$ cat config.mk
export PLATFORM = sky130hd
export DESIGN_NAME = regfile_write_arbiter
export DESIGN_NICKNAME = d
export VERILOG_FILES = /design/src/rtl/regfile_write_arbiter.sv
export SDC_FILE = /design/constraint.sdc
export NUM_CORES = 1
export LEC_CHECK = 0
export BUFFER_PORTS_ARGS = -buffer_cell sky130_fd_sc_hd__buf_2
export CORE_AREA = 2 2 82 84
export DETAILED_ROUTE_END_ITERATION = 10
export DIE_AREA = 0 0 84 86
export GPL_TIMING_DRIVEN = 0
export PLACE_DENSITY = 0.83
export SKIP_CTS_REPAIR_TIMING = 1
export SKIP_LAST_GASP = 1
export SLEW_MARGIN = 20
export SYNTH_ARGS = -nofsm -noshare
export SYNTH_HDL_FRONTEND = slang
export SYNTH_SLANG_ARGS = --single-unit
$ cat constraint.sdc
create_clock -name clk -period 4.3 [get_ports clk]
set_clock_uncertainty 0.15 [all_clocks]
set_input_delay 0.86 -clock clk [delete_from_list [all_inputs] [get_ports clk]]
set_output_delay 0.86 -clock clk [all_outputs]
set_load 0.05 [all_outputs]
$ cat src/rtl/regfile_write_arbiter.sv
// Round-robin write arbiter for three register-file writers, with a
// sequential clear engine that zeroes every register one write per cycle.
module regfile_write_arbiter #(
   parameter int data_width   = 32,
   parameter int select_width = 5
) (
   input  logic                    clk,
   input  logic                    rst_n,
   input  logic [2:0]              req_valid,
   output logic [2:0]              req_ready,
   input  logic [select_width-1:0] req_addr_0,
   input  logic [select_width-1:0] req_addr_1,
   input  logic [select_width-1:0] req_addr_2,
   input  logic [data_width-1:0]   req_data_0,
   input  logic [data_width-1:0]   req_data_1,
   input  logic [data_width-1:0]   req_data_2,
   input  logic                    clear_start,
   output logic                    clear_busy,
   output logic                    clear_done,
   output logic                    RegWrite,
   output logic [select_width-1:0] write_address,
   output logic [data_width-1:0]   write_data,
   output logic [1:0]              grant_id
);

   typedef enum logic {ARB, CLEAR} state_t;

   localparam logic [select_width-1:0] LAST_ADDR = '1;

   state_t                  state_q, state_d;
   logic [select_width-1:0] cnt_q, cnt_d;
   logic [1:0]              last_q, last_d;
   logic                    regwrite_q, regwrite_d;
   logic [select_width-1:0] waddr_q, waddr_d;
   logic [data_width-1:0]   wdata_q, wdata_d;
   logic [1:0]              gid_q, gid_d;
   logic                    done_q, done_d;

   logic [2:0] ready;
   logic [1:0] sel;
   logic [1:0] order [3];

   // order[0] is the highest-priority requester for this cycle
   always_comb begin
      ready = '0;
      sel   = 2'd0;
      unique case (last_q)
         2'd0:    order = '{2'd1, 2'd2, 2'd0};
         2'd1:    order = '{2'd2, 2'd0, 2'd1};
         default: order = '{2'd0, 2'd1, 2'd2};
      endcase
      if (state_q == ARB && !clear_start && |req_valid) begin
         for (int k = 2; k >= 0; k--) begin
            if (req_valid[order[k]]) sel = order[k];
         end
         ready[sel] = 1'b1;
      end
   end

   always_comb begin
      state_d    = state_q;
      cnt_d      = cnt_q;
      last_d     = last_q;
      regwrite_d = 1'b0;
      waddr_d    = waddr_q;
      wdata_d    = wdata_q;
      gid_d      = gid_q;
      done_d     = 1'b0;
      unique case (state_q)
         ARB: begin
            if (clear_start) begin
               state_d = CLEAR;
               cnt_d   = '0;
            end else if (|ready) begin
               regwrite_d = 1'b1;
               last_d     = sel;
               gid_d      = sel;
               unique case (1'b1)
                  ready[0]: begin
                     waddr_d = req_addr_0;
                     wdata_d = req_data_0;
                  end
                  ready[1]: begin
                     waddr_d = req_addr_1;
                     wdata_d = req_data_1;
                  end
                  ready[2]: begin
                     waddr_d = req_addr_2;
                     wdata_d = req_data_2;
                  end
               endcase
            end
         end
         CLEAR: begin
            regwrite_d = 1'b1;
            waddr_d    = cnt_q;
            wdata_d    = '0;
            gid_d      = 2'd3;
            cnt_d      = cnt_q + 1'b1;
            if (cnt_q == LAST_ADDR) begin
               state_d = ARB;
               done_d  = 1'b1;
            end
         end
      endcase
   end

   always_ff @(posedge clk or negedge rst_n) begin
      if (!rst_n) begin
         state_q    <= ARB;
         cnt_q      <= '0;
         last_q     <= 2'd2;
         regwrite_q <= 1'b0;
         waddr_q    <= '0;
         wdata_q    <= '0;
         gid_q      <= 2'd0;
         done_q     <= 1'b0;
      end else begin
         state_q    <= state_d;
         cnt_q      <= cnt_d;
         last_q     <= last_d;
         regwrite_q <= regwrite_d;
         waddr_q    <= waddr_d;
         wdata_q    <= wdata_d;
         gid_q      <= gid_d;
         done_q     <= done_d;
      end
   end

   assign req_ready     = ready;
   assign clear_busy    = (state_q == CLEAR);
   assign clear_done    = done_q;
   assign RegWrite      = regwrite_q;
   assign write_address = waddr_q;
   assign write_data    = wdata_q;
   assign grant_id      = gid_q;

endmodule

==> results.yml, run 1 <==
yosys:
  synth_cell_types: 40
  syn-num-nets: 338
  postSynthCellCount: 219
  ys_ff_latch: 49
  yosysSeqAreaShare_pct: 49.5
  avgSynthCellArea_um2: 11.3
  synth-main-ff-cell: "dfrtp_1"
  syn_area_um2: 2480
  ys_warn_count: 0
  synth.top_cell.area_share_pct: 48.4
  synth_area_leader_cell: "dfrtp_1"
  ys_async_sr_fraction_pct: 100
  synthTopCellsByArea: "dfrtp_1 (48%), mux2i_1 (15%), a22oi_1 (9.7%)"
  synth-edff-count: 0
layout:
  insertedDiodeCount: 0
  postLayoutCoreUtil_pct: 55.6
  syn_to_final_growth_pct: 40.8
  layout-drive-gt1-share_pct: 48.5
  nNetsFinal: 506
floorplan:
  dieArea_um2: 7220
  placementRows: 29
  core_um2: 6280
  dieWidth_um: 84
  start_util_pct: 39.5
  io_pins: 162
  die_y_um: 86
cts:
  h-tree-depth: 2
  cts_made_buffers: 5
  clk_path_buf_depth: 2
  clock_sink_count: 49
  root_buffer: "clkbuf_8"
  clk_pin_slew_ns: 0.09
  clk_latency_ns: 0.30
  cts_tree: "done"
power_and_ir_drop:
  combPwrFrac_pct: 44.2
  swShare_pct: 39.7
  power_density_nw_per_um2: 481
  p_switching_mw: 0.668
  p_clk_share_pct: 19.1
  design_power_total_mw: 1.68
  ir_drop_v: 0.000323
  seq_power_share_pct: 36.7
  p_leak_nw: 1.93
  p_int_mw: 1.01
flow_run:
  drv_cap: 0
detailed_routing:
  drt_iter0_markers: 155
  drt_drc_violations_left: 0
  drt-wirelength-per-cell_um: 15.5
  vias: 2455
  ant_nets: 0
  routed_wl_um: 7210
  viasPerCell: 5.28
  dr.pass1.iters: 5
worst_setup_path:
  startpoint: "req_valid[1]"
  crit_required_ns: 3.29
  crit_path_max_incr_delay_ns: 0.32
  crit_top_cell: "buf_2"
  cp_num_buf_inv: 3
  worstPathMaxFanout: 10
  end_kind: "output port"
  criticalPathCategory: "in -> out"
  rr_startpoint: "last_q[1]$_DFFE_PN1P_"
  path_cells: "buf_2 -> nor3b_1 -> a31oi_2 -> buf_2 -> and3_1 -> buf_2"
  crit_slowest_cell: "buf_2"
  crit_arrival_ns: 2.14
  startpoint_type: "input pin"
  crit_family: "buffers and inverters"
grt:
  overflow: 0
  first_global_vias: 2408
  grt_max_degree: 50
  antenna_found_initial: 0
  grt_usage_pct: 20.0
  grt_pass1_wl_um: 11400
timing:
  whs_ns: 0.352
  grt_setup_unrepaired: "false"
  fmax_ghz: 0.317
  setup_violations: 0
  fin_crit_ns: 3.15
  slew_viol_final: 0
  tns_ns: 0
  fin_crit_sh_pct: 73.3
  tightest_slew_ns: 0.627
  slew_headroom_pct: 58.2
  final-hold-violation-count: 0
hold_path:
  hold_start: "grant_id[1]$_DFFE_PN0P_"
  hp-class: "reg -> reg"
place:
  place.gp.congestion: 0.829
  dp_hpwl_um: 5490
  io_buffers: 161
outcome:
  status: "complete, no violations"
-- cell usage after synthesis (2+ instances only) --
library cell,count
dfrtp_1,48
mux2i_1,36
o21ai_1,34
a22oi_1,32
buf_2,6
nand2_1,5
a222oi_1,4
a22o_1,4
o21ai_0,4
a21oi_1,3
buf_6,3
nor2_1,3
a21o_1,2
and3_1,2
buf_4,2
clkbuf_1,2
clkbuf_2,2
ha_1,2
inv_1,2
nand2b_1,2
nand3_1,2
-- worst paths after layout --
kind	to	slack, ns	cells past startpoint
setup / recovery	req_ready[0]	1.15	6
hold / removal	grant_id[1]$_DFFE_PN0P_	0.35	1
setup reg to reg	write_data[8]$_DFFE_PN0P_	2.40	6
hold reg to reg	grant_id[1]$_DFFE_PN0P_	0.35	1
max in group asynchronous	write_data[18]$_DFFE_PN0P_	3.15	1
min in group asynchronous	write_address[1]$_DFFE_PN0P_	0.40	1
-- final cells by class --
cell class                      count  area [µm²]
Sequential cell                    49        1230
Clock buffer                        6        72.6
Inverter                            2        7.51
Fill cell                         554        2790
Buffer                             16         104
Timing Repair Buffer              161         808
Multi-Input combinational cell    152        1140
Clock inverter                      2        35.0
Tap cell                           77        96.3
-- registers in the layout, indices dropped and copies added (netlist names) --
signal,flops
write_data,32
cnt_q,5
write_address,5
grant_id,2
last_q,2
RegWrite,1
clear_busy,1
clear_done,1
-- metal layers --
metal	GRT usage [%]	part of all wire, %	vias to the layer above
met3	4.52	7.5	10
met1	23.9	40	1149
met2	35.6	51	125
li1	-	-	1171
met4	6.89	1.5	0
met5	0	0	-
-- through the flow --
stage / setup slack (ns) / cell area, µm² / cells
after floorplan: 1.24 / 2480 / 219
after global placement: 1.14 / 3380 / 457
after detailed placement: 1.14 / 3380 / 457
after CTS: 1.13 / 3490 / 465
after global routing: 1.07 / 3490 / 465
final: 1.15 / 3490 / 465
-- logic make-up after synthesis --
| logic type | after synthesis | share of synthesized area (%) |
|---|---|---|
| buffers and inverters | 18 | 4.49 |
| AO/OA/AOI/OAI | 91 | 24.8 |
| AND/OR/NAND/NOR | 21 | 5.00 |
| flip-flops | 49 | 49.5 |
| multiplexers | 36 | 14.5 |
| adder cells (fa/ha/maj) | 2 | 1.01 |
| XOR/XNOR | 2 | 0.706 |
-- power groups by stage --
stage | clock, mW | combinational (mW) | sequential [mW]
3_5_place_dp | 0 | 0.751 | 0.624
6_report | 0.321 | 0.743 | 0.618
4_1_cts | 0.334 | 0.752 | 0.617
3_3_place_gp | 0 | 0.731 | 0.621
5_1_grt | 0.350 | 0.799 | 0.628
2_1_floorplan | 0 | 0.376 | 0.789
-- cells in the final DEF, fill, tap and decap left out, types with 2 or more instances in the layout --
| master | n |
|---|---|
| buf_2 | 166 |
| dfrtp_1 | 48 |
| mux2i_1 | 36 |
| o21ai_1 | 34 |
| a22oi_1 | 32 |
| nand2_1 | 5 |
| clkbuf_8 | 5 |
| o21ai_0 | 4 |
| a22o_1 | 4 |
| a222oi_1 | 4 |
| nor2_1 | 3 |
| a21oi_1 | 3 |
| clkbuf_1 | 3 |
| buf_4 | 3 |
| buf_6 | 3 |
| inv_1 | 2 |
| nand2b_1 | 2 |
| and3_1 | 2 |
| a21o_1 | 2 |
| clkbuf_2 | 2 |
| nand3_1 | 2 |
| ha_1 | 2 |
No activity file was read; power rests on OpenSTA's default activity.
==> run 2: changes to the inputs <==
--- a/config.mk
+++ b/config.mk
@@ -5,10 +5,11 @@
 export SDC_FILE = /design/constraint.sdc
 export NUM_CORES = 1
 export LEC_CHECK = 0
+export ABC_AREA = 1
 export BUFFER_PORTS_ARGS = -buffer_cell sky130_fd_sc_hd__buf_2
-export CORE_AREA = 2 2 82 84
+export CORE_AREA = 2 2 89 91
 export DETAILED_ROUTE_END_ITERATION = 10
-export DIE_AREA = 0 0 84 86
+export DIE_AREA = 0 0 91 93
 export GPL_TIMING_DRIVEN = 0
 export PLACE_DENSITY = 0.83
 export SKIP_CTS_REPAIR_TIMING = 1
==> constraint.sdc (replaced) <==
create_clock -name clk -period 2.8 [get_ports clk]
set_clock_uncertainty 0.15 [all_clocks]
set_input_delay 0.56 -clock clk [delete_from_list [all_inputs] [get_ports clk]]
set_output_delay 0.56 -clock clk [all_outputs]
set_load 0.05 [all_outputs]
==> run 2 against run 1 <==
Via count grew 35%. Largest power group unchanged. Global-route usage grew 1.5 points. Critical endpoint unchanged. Sequential share of layout area shrank 4.4 points. Setup slack lost 1.0 ns. Largest cell class is now multi-input gates.
==> results.yml, run 2 <==
worst_setup_path:
  rr_startpoint: "last_q[1]$_DFFE_PN1P_"
  crit_required_ns: 2.09
  end_kind: "output port"
  rrSetupSlack_ns: 0.62
  crit_slowest_cell: "dfrtp_1"
  crit_top_cell: "inv_1"
  r2r-end: "write_data[7]$_DFFE_PN0P_"
  crit_path_max_incr_delay_ns: 0.41
  path_cells: "inv_2 -> nand2_1 -> a31oi_4 -> buf_6 -> inv_1 -> nor2_1 -> inv_1 -> nor2_2 -> clkbuf_4"
  worst_r2r_path_depth: 13
  startpoint_type: "flop"
  crit_family: "buffers and inverters"
  worstPathMaxFanout: 10
  crit_arrival_ns: 1.98
  cp_num_buf_inv: 5
  criticalPathCategory: "reg -> out"
power_and_ir_drop:
  design_power_total_mw: 2.43
  p_leak_nw: 2.38
  p_clk_share_pct: 16.8
  seq_power_share_pct: 38.8
  ir_drop_v: 0.000544
  combPwrFrac_pct: 44.4
  p_switching_mw: 1.06
  power_density_nw_per_um2: 609
  p_int_mw: 1.37
  swShare_pct: 43.7
detailed_routing:
  dr.pass1.iters: 4
  drt-wirelength-per-cell_um: 13.4
  drt_iter0_markers: 102
  drt_drc_violations_left: 0
  ant_nets: 0
  routed_wl_um: 9190
  vias: 3326
  viasPerCell: 4.86
yosys:
  synth_cell_types: 22
  ys_async_sr_fraction_pct: 100
  avgSynthCellArea_um2: 7.13
  syn_area_um2: 2950
  yosysSeqAreaShare_pct: 41.6
  synthTopCellsByArea: "dfrtp_1 (41%), nand2_1 (26%), nand3_1 (11%)"
  synth-edff-count: 0
  ys_ff_latch: 49
  synth.most_common_cell: "nand2_1"
  synth_area_leader_cell: "dfrtp_1"
  synthTopCellsByCount: "nand2_1 (204), nand3_1 (63), dfrtp_1 (48)"
  synth-main-ff-cell: "dfrtp_1"
  synth.top_cell.area_share_pct: 40.7
  ys_warn_count: 0
  postSynthCellCount: 414
  syn-num-nets: 533
floorplan:
  start_util_pct: 39.2
  placementRows: 32
  io_pins: 162
  dieArea_um2: 8460
  dieWidth_um: 91
  die_y_um: 93
  core_um2: 7530
timing:
  slew_headroom_pct: 58.6
  tightest_slew_ns: 0.621
  fin_crit_sh_pct: 96.0
  tns_ns: 0
  fmax_ghz: 0.372
  final-hold-violation-count: 0
  grt_setup_unrepaired: "false"
  fin_crit_ns: 2.69
  setup_violations: 0
  slew_viol_final: 0
layout:
  layout_common_cells: "nand2_1 (204), buf_2 (162), nand3_1 (63), dfrtp_1 (48)"
  final_common_cell: "nand2_1"
  insertedDiodeCount: 0
  layout-drive-gt1-share_pct: 37.3
  syn_to_final_growth_pct: 35.5
  largest_register_ffs: 32
  nNetsFinal: 701
place:
  dp_hpwl_um: 6940
  io_buffers: 161
  place.gp.congestion: 0.761
grt:
  grt_pass1_wl_um: 14600
  grt_max_degree: 50
  overflow: 0
  antenna_found_initial: 0
  first_global_vias: 3165
  grt_usage_pct: 21.4
flow_run:
  drv_cap: 0
outcome:
  status: "complete, no violations"
cts:
  clk_pin_slew_ns: 0.08
  cts_made_buffers: 5
  clk_latency_ns: 0.29
  cts_tree: "done"
  h-tree-depth: 2
  clock_sink_count: 49
  clk_path_buf_depth: 2
  root_buffer: "clkbuf_8"
hold_path:
  hp-class: "in -> async"
## run 2: changes by cell type after synthesis, moves of 5 or more
cell	previous run	this run
inv_1	2	20
nand2_1	5	204
o21ai_1	34	0
nand3_1	2	63
nand3_2	0	20
inv_2	0	5
a22oi_1	32	0
mux2i_1	36	0
nand2_2	0	5
## run 2: cell type report
cell class                 instances  area (µm²)
buffer                            21         149
clock buffer                       7        86.3
fill                             747        3530
inverter                          25        98.8
multi-input combinational        317        1470
sequential                        49        1230
tap                              102         128
timing repair buffer             163         835
## run 2: power by group through the flow
stage          logic [mW]  clock network [mW]  registers (mW)
2_1_floorplan       0.473                   0            1.22
3_3_place_gp         1.04                   0           0.948
3_5_place_dp         1.08                   0           0.952
4_1_cts              1.08               0.433           0.942
5_1_grt              1.19               0.444           0.960
6_report             1.08               0.410           0.944
## run 2: how the worst max path moves through the flow
stage	from	end	depth (start not counted)
2_1_floorplan	clear_busy$_DFF_PN0_	req_ready[0]	8
3_3_place_gp	clear_start	req_ready[0]	10
3_5_place_dp	clear_start	req_ready[0]	10
4_1_cts	clear_busy$_DFF_PN0_	req_ready[0]	9
5_1_grt	clear_busy$_DFF_PN0_	req_ready[0]	9
6_report	clear_busy$_DFF_PN0_	req_ready[0]	9
## run 2: logic make-up (layout without fill, tap and decap cells)
group                    after synthesis  after routing  synth area share, %
buffers and inverters                 48            216                 8.52
AO/OA/AOI/OAI                         13             13                 2.80
flip-flops                            49             49                 41.6
AND/OR/NAND/NOR                      301            301                 45.9
adder cells (fa/ha/maj)                2              2                0.848
XOR/XNOR                               1              1                0.297
## run 2: routing by layer
layer | wire (µm) | share of wire, % | track usage (%) | vias up
met2 | 4650 | 51 | 39.0 | 149
met4 | 71 | 0.77 | 5.56 | 0
met3 | 681 | 7.4 | 3.46 | 9
met5 | 0 | 0 | 0 | -
met1 | 3790 | 41 | 26.5 | 1529
li1 | - | - | - | 1639
## run 2: worst reg2reg max path: cells and delay by family, from the launching register on
family        cells  cell delay, ns
buf+inv           3            0.49
flops             1            0.59
simple gates     10            0.90
## run 2: metrics by stage
step / hold WS (ns) / setup WS [ns] / cell area, µm² / util [%] / cells
floorplan: 0.114 / 0.107 / 2950 / - / 414
global route: 0.188 / 0.000244 / 4000 / 53.1 / 684
detailed placement: 0.311 / -0.0735 / 3890 / 51.6 / 677
CTS: 0.334 / -0.123 / 3970 / 52.8 / 684
finish: 0.129 / 0.113 / 4000 / 53.1 / 684
global placement: 0.310 / -0.0509 / 3890 / 51.6 / 677
==> run 3: changes to the inputs <==
==> constraint.sdc (replaced) <==
create_clock -name clk -period 2.8 [get_ports clk]
set_clock_uncertainty 0.15 [all_clocks]
set_input_delay 0.28 -clock clk [delete_from_list [all_inputs] [get_ports clk]]
set_output_delay 0.28 -clock clk [all_outputs]
set_load 0.05 [all_outputs]
==> run 3 against run 2 <==
First-iteration DRC count down 11%. Non-clock buffer count up 2. Sequential power barely moved.
==> results.yml, run 3 (synthesized netlist as in run 2, its figures left out) <==
outcome:
  status: "complete, no violations"
layout:
  nNetsFinal: 703
  layout-drive-gt1-share_pct: 37.1
  largest_register_ffs: 32
  final_cells: 687
  layout_common_cells: "nand2_1 (204), buf_2 (166), nand3_1 (63), dfrtp_1 (48)"
  fillerInstances: 776
  insertedDiodeCount: 0
  syn_to_final_growth_pct: 35.1
  final_common_cell: "nand2_1"
floorplan:
  dieArea_um2: 8460
  die_y_um: 93
  core_um2: 7530
  io_pins: 162
  placementRows: 32
  start_util_pct: 39.2
  dieWidth_um: 91
detailed_routing:
  dr.pass1.iters: 6
  drt_iter0_markers: 91
  ant_nets: 0
  routed_wl_um: 8970
  viasPerCell: 4.82
  drt_drc_violations_left: 0
  drt-wirelength-per-cell_um: 13.1
  vias: 3313
hold_path:
  hp-class: "in -> reg"
  hold_start: "req_data_2[6]"
place:
  place.gp.congestion: 0.750
  io_buffers: 161
  placed_cells: 677
  dp_hpwl_um: 6780
grt:
  first_global_vias: 3044
  grt_pass1_wl_um: 14100
  grt_max_degree: 50
  grt_usage_pct: 20.6
  antenna_found_initial: 0
  overflow: 0
cts:
  clk_path_buf_depth: 2
  cts_made_buffers: 5
  clk_pin_slew_ns: 0.09
  clock_sink_count: 49
  h-tree-depth: 2
  root_buffer: "clkbuf_8"
  clk_latency_ns: 0.29
  cts_tree: "done"
timing:
  slew_headroom_pct: 58.6
  tightest_slew_ns: 0.622
  grt_setup_unrepaired: "false"
  tns_ns: 0
  fin_crit_sh_pct: 93.2
  fin_crit_ns: 2.61
  final-hold-violation-count: 0
  fmax_ghz: 0.383
  setup_violations: 0
  slew_viol_final: 0
power_and_ir_drop:
  design_power_total_mw: 2.42
  power_density_nw_per_um2: 608
  p_leak_nw: 2.39
  ir_drop_v: 0.000443
worst_setup_path:
  rr_startpoint: "last_q[1]$_DFFE_PN1P_"
  crit_arrival_ns: 2.18
  worstPathMaxFanout: 10
  crit_required_ns: 2.37
  end_kind: "output port"
  startpoint: "last_q[1]$_DFFE_PN1P_"
  criticalPathCategory: "reg -> out"
  startpoint_type: "flop"
flow_run:
  drv_cap: 0
-- run 3: worst paths after layout --
check | to | depth (start not counted) | slack [ns]
setup / recovery | req_ready[1] | 10 | 0.19
max in group asynchronous | write_address[2]$_DFFE_PN0P_ | 2 | 1.70
hold / removal | write_data[6]$_DFFE_PN0P_ | 5 | 0.13
hold reg to reg | write_data[21]$_DFFE_PN0P_ | 2 | 0.33
setup reg to reg | write_data[7]$_DFFE_PN0P_ | 13 | 0.70
min in group asynchronous | write_data[24]$_DFFE_PN0P_ | 2 | 0.40
-- run 3: per-stage QoR --
step           setup slack (ns)  hold slack [ns]  utilization, %  area, µm²
2_1_floorplan             0.162           -0.166               -       2950
3_3_place_gp              0.511            0.307            51.6       3880
3_5_place_dp              0.506            0.310            51.6       3880
4_1_cts                   0.162           0.0743            52.7       3970
5_1_grt                  0.0490            0.144            52.9       3990
6_report                  0.189            0.132            52.9       3990
-- run 3: worst max-delay path: stages, from the launching register on --
cell and delay, ns:
dfstp_2 0.59, inv_2 0.07, nand3_2 0.07, nand2_1 0.09, inv_1 0.07, nand2_1 0.06
nand2_2 0.13, nand2_2 0.09, inv_2 0.15, buf_2 0.25, buf_2 0.30
-- run 3: per-layer routing --
layer / share of wire [%] / global-route usage, % / vias to the layer above
met5: 0 / 0 / -
met4: 0.80 / 3.66 / 0
met3: 5.9 / 3.55 / 13
met2: 50 / 36.9 / 131
met1: 43 / 26.4 / 1515
li1: - / - / 1654
-- run 3: power by group --
group          switching, mW  total, mW  internal (mW)
combinational          0.746       1.07          0.324
clock                  0.231      0.407          0.176
sequential            0.0980      0.945          0.847
-- run 3: cell type report --
| cell class | count | area (µm²) | area share, % |
|---|---|---|---|
| inverter | 25 | 93.8 | 2.35 |
| tap | 102 | 128 | 3.20 |
| clock inverter | 1 | 5.00 | 0.126 |
| multi-input combinational | 317 | 1470 | 36.9 |
| clock buffer | 7 | 76.3 | 1.92 |
| buffer | 23 | 158 | 3.96 |
| timing repair buffer | 163 | 826 | 20.7 |
| sequential | 49 | 1230 | 30.8 |
